==> src/rtl/mem_ring_station.sv <==
// rtl/mem_ring_station.sv - Ring memory station: turns cache Address/WriteData slots into DDR line operations
// Read lines return on RDreturn/RDdest; one memory command is outstanding at a time.

module mem_ring_fifo #(
    parameter int WIDTH = 32,
    parameter int DEPTH = 8
) (
    input  logic             clock,
    input  logic             reset,
    input  logic             push,
    input  logic [WIDTH-1:0] push_data,
    input  logic             pop,
    output logic [WIDTH-1:0] head,
    output logic             empty,
    output logic             dropped
);
    localparam int AW = $clog2(DEPTH);

    logic [WIDTH-1:0] mem [DEPTH];
    logic [AW-1:0]    wr_ptr;
    logic [AW-1:0]    rd_ptr;
    logic [AW:0]      count;
    logic             full;
    logic             do_push;
    logic             do_pop;

    assign empty   = count == '0;
    assign full    = count == (AW+1)'(DEPTH);
    assign do_pop  = pop && !empty;
    // A pop in the same cycle frees the slot, so a push to a full FIFO is still accepted.
    assign do_push = push && (!full || do_pop);
    assign dropped = push && full && !do_pop;
    assign head    = mem[rd_ptr];

    always_ff @(posedge clock) begin
        if (reset) begin
            wr_ptr <= '0;
            rd_ptr <= '0;
            count  <= '0;
        end else begin
            if (do_push) wr_ptr <= wr_ptr + 1'b1;
            if (do_pop)  rd_ptr <= rd_ptr + 1'b1;
            case ({do_push, do_pop})
                2'b10:   count <= count + 1'b1;
                2'b01:   count <= count - 1'b1;
                default: count <= count;
            endcase
        end
    end

    always_ff @(posedge clock) begin
        if (do_push) mem[wr_ptr] <= push_data;
    end
endmodule

module mem_ring_station #(
    parameter int CMD_DEPTH = 8,
    parameter int WD_DEPTH  = 64
) (
    input  logic        clock,
    input  logic        reset,
    input  logic [31:0] RingIn,
    input  logic [3:0]  SlotTypeIn,
    input  logic [3:0]  SrcDestIn,
    output logic [31:0] RingOut,
    output logic [3:0]  SlotTypeOut,
    output logic [3:0]  SrcDestOut,
    output logic [31:0] RDreturn,
    output logic [3:0]  RDdest,
    output logic        mem_req,
    output logic        mem_write,
    output logic [27:0] mem_addr,
    input  logic        mem_ack,
    output logic [31:0] mem_wdata,
    output logic        mem_wvalid,
    input  logic        mem_wready,
    input  logic [31:0] mem_rdata,
    input  logic        mem_rvalid,
    output logic        overflow
);
    localparam logic [3:0] SLOT_ADDR  = 4'd2;
    localparam logic [3:0] SLOT_WDATA = 4'd3;
    localparam logic [3:0] SLOT_NULL  = 4'd7;

    typedef enum logic [1:0] {IDLE, ISSUE, WDATA, RDATA} state_t;

    state_t      state;
    logic [2:0]  beat;
    logic [3:0]  dest;

    logic [3:0]  op;
    logic        consume;
    logic        cmd_push;
    logic        cmd_pop;
    logic        wd_push;
    logic        wd_pop;
    logic [32:0] cmd_in;
    logic [32:0] cmd_head;
    logic        cmd_empty;
    logic        cmd_drop;
    logic [31:0] wd_head;
    logic        wd_empty;
    logic        wd_drop;

    assign op       = RingIn[31:28];
    assign consume  = (SlotTypeIn == SLOT_ADDR) || (SlotTypeIn == SLOT_WDATA);
    assign wd_push  = SlotTypeIn == SLOT_WDATA;
    // Only write-back, D read and I read are executed; other address commands are swallowed.
    assign cmd_push = (SlotTypeIn == SLOT_ADDR) &&
                      (op == 4'b0000 || op == 4'b0001 || op == 4'b0011);
    assign cmd_in   = {op == 4'b0000, RingIn[27:0], SrcDestIn};
    assign cmd_pop  = (state == IDLE) && !cmd_empty;

    assign mem_wvalid = (state == WDATA) && !wd_empty;
    assign mem_wdata  = wd_head;
    assign wd_pop     = mem_wvalid && mem_wready;

    mem_ring_fifo #(.WIDTH(33), .DEPTH(CMD_DEPTH)) cmd_fifo (
        .clock     (clock),
        .reset     (reset),
        .push      (cmd_push),
        .push_data (cmd_in),
        .pop       (cmd_pop),
        .head      (cmd_head),
        .empty     (cmd_empty),
        .dropped   (cmd_drop)
    );

    mem_ring_fifo #(.WIDTH(32), .DEPTH(WD_DEPTH)) wd_fifo (
        .clock     (clock),
        .reset     (reset),
        .push      (wd_push),
        .push_data (RingIn),
        .pop       (wd_pop),
        .head      (wd_head),
        .empty     (wd_empty),
        .dropped   (wd_drop)
    );

    always_ff @(posedge clock) begin
        if (reset) begin
            RingOut     <= '0;
            SlotTypeOut <= '0;
            SrcDestOut  <= '0;
        end else if (consume) begin
            RingOut     <= '0;
            SlotTypeOut <= SLOT_NULL;
            SrcDestOut  <= '0;
        end else begin
            RingOut     <= RingIn;
            SlotTypeOut <= SlotTypeIn;
            SrcDestOut  <= SrcDestIn;
        end
    end

    always_ff @(posedge clock) begin
        if (reset) begin
            overflow <= 1'b0;
        end else if (cmd_drop || wd_drop) begin
            overflow <= 1'b1;
        end
    end

    always_ff @(posedge clock) begin
        if (reset) begin
            state     <= IDLE;
            beat      <= '0;
            dest      <= '0;
            mem_req   <= 1'b0;
            mem_write <= 1'b0;
            mem_addr  <= '0;
            RDreturn  <= '0;
            RDdest    <= '0;
        end else begin
            RDreturn <= '0;
            RDdest   <= '0;
            case (state)
                IDLE: begin
                    if (!cmd_empty) begin
                        mem_write <= cmd_head[32];
                        mem_addr  <= cmd_head[31:4];
                        dest      <= cmd_head[3:0];
                        mem_req   <= 1'b1;
                        state     <= ISSUE;
                    end
                end
                ISSUE: begin
                    if (mem_ack) begin
                        mem_req <= 1'b0;
                        beat    <= '0;
                        state   <= mem_write ? WDATA : RDATA;
                    end
                end
                WDATA: begin
                    if (wd_pop) begin
                        beat <= beat + 3'd1;
                        if (beat == 3'd7) state <= IDLE;
                    end
                end
                RDATA: begin
                    if (mem_rvalid) begin
                        RDreturn <= mem_rdata;
                        RDdest   <= dest;
                        beat     <= beat + 3'd1;
                        if (beat == 3'd7) state <= IDLE;
                    end
                end
                default: state <= IDLE;
            endcase
        end
    end
endmodule
==> config.mk <==
export PLATFORM = sky130hd
export DESIGN_NAME = mem_ring_station
export DESIGN_NICKNAME = d
export VERILOG_FILES = /design/src/rtl/mem_ring_station.sv
export SDC_FILE = /design/constraint.sdc
export NUM_CORES = 2
export LEC_CHECK = 0
export BUFFER_PORTS_ARGS = -buffer_cell sky130_fd_sc_hd__buf_4
export CORE_MARGIN = 5
export CORE_UTILIZATION = 56
export DETAILED_ROUTE_END_ITERATION = 16
export PLACE_DENSITY = 0.83
export SETUP_SLACK_MARGIN = 0.4
export SKIP_LAST_GASP = 1
export SYNTH_ARGS = -nofsm -noshare
export SYNTH_HDL_FRONTEND = slang
export SYNTH_SLANG_ARGS = --single-unit
==> constraint.sdc <==
create_clock -name clock -period 3.71 [get_ports clock]
set_clock_uncertainty 0.1 [all_clocks]
set_input_delay 0.1855 -clock clock [delete_from_list [all_inputs] [get_ports clock]]
set_output_delay 0.1855 -clock clock [all_outputs]
set_load 0.02 [all_outputs]
======== Word level (Yosys, flattened, before mapping) ========
Memory sizes are Yosys's and may differ from the RTL's. A register that Yosys moved wholly into a read port is not among the register bits.
Index checks and enable logic that the tools add are counted.
cells by class
  multiplexer cells ....................... 23
  reductions and logical operators ........ 38
  eq/ne operators ......................... 18
  bitwise gates (word level) .............. 3
  $add $sub $neg .......................... 9
operators by type and width
  operator                                             count
  case mux 7 bit (2 select lines)                      1
  adder 6 x 1 -> 6 bit, second input constant          2
  equality test 4 x 2 -> 1 bit, second input constant  3
  logical AND 1 bit                                    12
  2-to-1 mux 3 bit                                     4
  2-to-1 mux 6 bit                                     2
  2-to-1 mux 2 bit                                     5
  adder 3 x 1 -> 3 bit, second input constant          3
  case mux 3 bit (3 select lines)                      1
  equality test 2 bit, second input constant           4
  zero test 4 bit                                      2
  case mux 2 bit (4 select lines)                      1
  case mux 4 bit (2 select lines)                      1
  AND reduction 4 bit                                  2
  adder 7 x 1 -> 7 bit, second input constant          1
  equality test 7 bit, second input constant           1
  zero test 7 bit                                      1
  2-to-1 mux 1 bit                                     7
  subtractor 7 x 1 -> 7 bit, second input constant     1
  equality test 2 x 1 -> 1 bit, second input constant  3
  zero test 1 bit                                      6
  logical OR 1 bit                                     6
  != test 2 bit, second input constant                 3
  nonzero test 2 bit                                   3
  14 further kinds                                     16
storage, ports and cells
  memories ................................ 2
  memory bits (writable) .................. 2312
  register bits ........................... 112
  logic and storage cells ................. 109
  output and inout bits ................... 140
  input port bits ......................... 77
memories
  memory        words  bits a word  rd ports  clocked after Yosys merged registers in  write ports  RTL line  text
  wd_fifo.mem   64     32           1         1                                        1            19        logic [WIDTH-1:0] mem [DEPTH];
  cmd_fifo.mem  8      33           1         1                                        1            19

======== Longest topological paths before layout ========
  depth after elaboration ................. 9
  mapped depth ............................ 13
  gate-level depth less buffers ........... 11

======== Modules after synthesis ========
A second synthesis with hierarchy kept.
second synthesis, totals
  cells, all modules ...................... 4308
  area total of the unflattened synthesis .. 93399.6 um2
modules (own cells, without submodules)
  module                     instances  cells each  area each (um2)  sequential area each (um2)
  mem_ring_fifo at wd_fifo   1          3478        79139.7          61999.5
  mem_ring_fifo at cmd_fifo  1          469         10639.0          8187.9
  mem_ring_station           1          361         3621.0           2322.2

======== Worst setup path before layout ========
No wires, ideal clock.
  path kind ............................... input to register
  from .................................... input port SlotTypeIn[3]
  to ...................................... memory cmd_fifo.mem[0][0] (enable)
  stages .................................. 5
  data required time ...................... 3.146 ns
  setup slack ............................. -0.138 ns
  library setup time ...................... 0.464 ns
  buffers on the path ..................... 0
  arrival time ............................ 3.284 ns
  path through ............................ nor3b_1 > and3_1 > and2_1 > nand2b_1 > nor3_1
between the ends
  word-level cells in the longest chain between the ends .. 5
RTL lines
  item                                    RTL line  text
  start: declaration                      63        input logic [3:0] SlotTypeIn,
  equality test 4 x 2 -> 1 bit            109       assign cmd_push = (SlotTypeIn == SLOT_ADDR) &&
  logical AND 1 bit                       109
  logical AND 1 bit                       31        assign do_push = push && (!full || do_pop);
  2-to-1 mux 1 bit                        52        if (do_push) mem[wr_ptr] <= push_data;
  2-to-1 mux 1 bit (not written as such)  52
  end: declaration                        19
No other way between the ends.

==> impl_metrics.yaml <==
global_route:
  grt_pass1_vias: 53320
  grt_max_degree: 78
  grt_pass1_wl_um: 414900
  grt.overflow.total: 0
  grtUsageTotal: 0.3404
  antenna_found_initial: 15
route:
  drt_pass1_iterations: 9
  drtAntennaViolNets: 0
  drc: 0
  dr_total_vias: 55480
  first_iter_violations: 11340
  wl_per_cell_um: 42.94
  routed_wl_um: 317100
  routed_via_density: 7.511
final_layout:
  fillerInstances: 8874
  drive_above_1_share: 0.3575
  finalNetCount: 5079
  syn2layout_area_growth_pct: 21.15
  postLayoutCellArea_um2: 112600
floorplanning:
  core_area_um2: 165000
  fp.dieArea_um2: 174200
  die_w_um: 417.4
  fp.dieH_um: 417.4
  io_pins: 217
  rows: 149
  start_util: 0.5634
cts:
  path_clk_slew_ns: 0.07
  cts_buffer_depth: 3
  root_buffer: "clkbuf_16"
  worstSkewPairLatency_ns: 0.89
  htree_levels: 4
  clock_sinks: 2463
  cts_tree: "done"
  cts_buffers: 227
sta:
  maxSlewHeadroom: 0.1953
  finalMaxSlewViolations: 0
  fin_hold_ws_ns: 0.1972
  tightestPinTransition_ns: 1.203
  setup_ws_ns: -0.3276
  rsz0062_at_grt: "true"
  period_minus_slack_ns: 4.038
  max_freq_ghz: 0.2477
  hold_viol: 0
  setup_viol: 13
  post-route-period-util: 1.088
  timing.setup.tns_ns: -1.630
place:
  gp_congestion: 0.8165
  io_buffers: 216
  pre_cts_slack_ns: 0.1954
  detailedPlacementHpwl_um: 130000
  placed_cell_area_um2: 98850
synth:
  synth-main-ff-cell: "edfxtp_1"
  yosysSeqAreaShare: 0.7795
  synth_most_common_cell: "edfxtp_1"
  syn_nets: 4347
  async_flop_share: 0
  avgSynthCellArea_um2: 21.83
  yosysTopAreaCell: "edfxtp_1"
  synth-edff-count: 2312
  synth.area.top_cells: "edfxtp_1 75%, mux4_2 14%, dfxtp_1 3.3%"
  syn_inst: 4257
  synth.top_cell.area_share: 0.7469
  ys_types: 60
  synth_area_um2: 92950
  ys_ff_latch: 2463
  synth.top_cells.by_count: "2,312 x edfxtp_1, 578 x mux4_2, 179 x nor2_1"
  yosysWarnings: 0
power_and_ir_drop:
  leakagePower_nw: 35.19
  vdd_ir_drop_max_mv: 0.4597
  p_per_area_nw_per_um2: 520.4
  finalPower_mw: 58.60
worst_setup_path:
  crit_buf_inv: 4
  cp.arrival_ns: 3.75
  critPathMaxStageDelay_ns: 0.60
  critPathSlowestCell: "o22ai_4"
  required_ns: 3.42
  path_delay_family: "multiplexers"
  crit_type: "reg -> out"
  cpMostUsedCell: "mux4_2"
  cp_max_fo: 8
  worst_setup_path_end_kind: "output port"
  worstPathCellList: "buf_12, buf_16, buf_6, mux4_2, mux4_2, o22ai_4, nor3_2, buf_4"
  crit_path_start_kind: "register"
status:
  failed_checks: "negative setup slack"
  run_status: "finished, violations left"
job:
  drv_cap: 0
worst_hold_path:
  holdCritPathClass: "in -> reg"
where the power goes:
| group | switching [mW] | internal, mW | leakage, nW |
|---|---|---|---|
| Sequential | 0.197 | 30.6 | 22.0 |
| Combinational | 1.79 | 1.11 | 9.46 |
| Clock | 11.3 | 13.7 | 3.72 |
per-stage QoR:
step	utilization	cells
floorplan	-	4257
CTS	0.6745	7323
global route	0.6824	7380
finish	0.6825	7386
global placement	0.5992	6652
detailed placement	0.5992	6652
registers in the layout, indices dropped and copies added, names as in the netlist, 6 cells and up, named ones only:
| name | cells |
|---|---|
| mem_addr | 28 |
| wd_fifo.rd_ptr | 6 |
| wd_fifo.wr_ptr | 6 |
| RDreturn | 32 |
| wd_fifo.mem | 2048 |
| cmd_fifo.mem | 264 |
| wd_fifo.count | 7 |
| RingOut | 32 |
final cells by class:
cell class | count | area, um2 | area share
inverters | 11 | 41.29 | 0.0003667
multi-input cells | 1548 | 21510 | 0.1911
flip-flops and latches | 2463 | 72480 | 0.6436
well taps | 2189 | 2739 | 0.02432
repair buffers | 738 | 8158 | 0.07245
clock buffers | 266 | 5898 | 0.05238
clock inverters | 163 | 1758 | 0.01561
diodes | 8 | 20.02 | 0.0001778
layer usage:
layer	global-route usage	routed length [um]
met2	0.5535	149300
met3	0.08195	46130
met4	0.2159	31170
met5	0	357
met1	0.4157	90180
cell families after synthesis:
family | after synthesis | share of synthesized area
flops | 2463 | 0.7795
mux | 704 | 0.1538
simple gates | 495 | 0.02613
compound gates | 317 | 0.02287
buf+inv | 246 | 0.01412
xor+xnor | 19 | 0.001790
fa+ha+maj | 13 | 0.001831
final timing paths:
kind | from | endpoint | slack (ns) | depth (start not counted)
max | register | mem_wdata[29] | -0.33 | 8
min reg2reg | dest[3] | RDdest[3] | 0.37 | 1
max reg2reg | wd_fifo.count[1] | wd_fifo.count[4] | 0.52 | 11
min | RingIn[30] | wd_fifo.mem[56][30] | 0.20 | 2
repair_timing:
| item | CTS | global route |
|---|---|---|
| pin swaps | 47 | 47 |
| setup buffers | 87 | 44 |
| hold endpoints to repair | 2300 | 0 |
| setup endpoints to repair | 34 | 79 |
| hold buffers | 125 | 0 |
| resized for setup | 344 | 132 |
| gates cloned | 30 | 11 |
placed cells by master (no fill, tap or decap), types with 32 or more instances in the layout:
master         instances
a211oi_1              34
a21oi_1               35
and2_1                77
buf_12                61
buf_16                41
buf_4                427
buf_6                 52
bufinv_16             32
clkbuf_1              33
clkbuf_16            239
clkinv_1              58
clkinv_2              40
dfxtp_1              141
dlygate4sd3_1        125
edfxtp_1            2312
mux2i_1               94
mux4_2               578
nand2_1               73
nor2_1               100
nor2_4                72
o22ai_1               34
o22ai_2               53
Power figures use the tool's default switching activity.
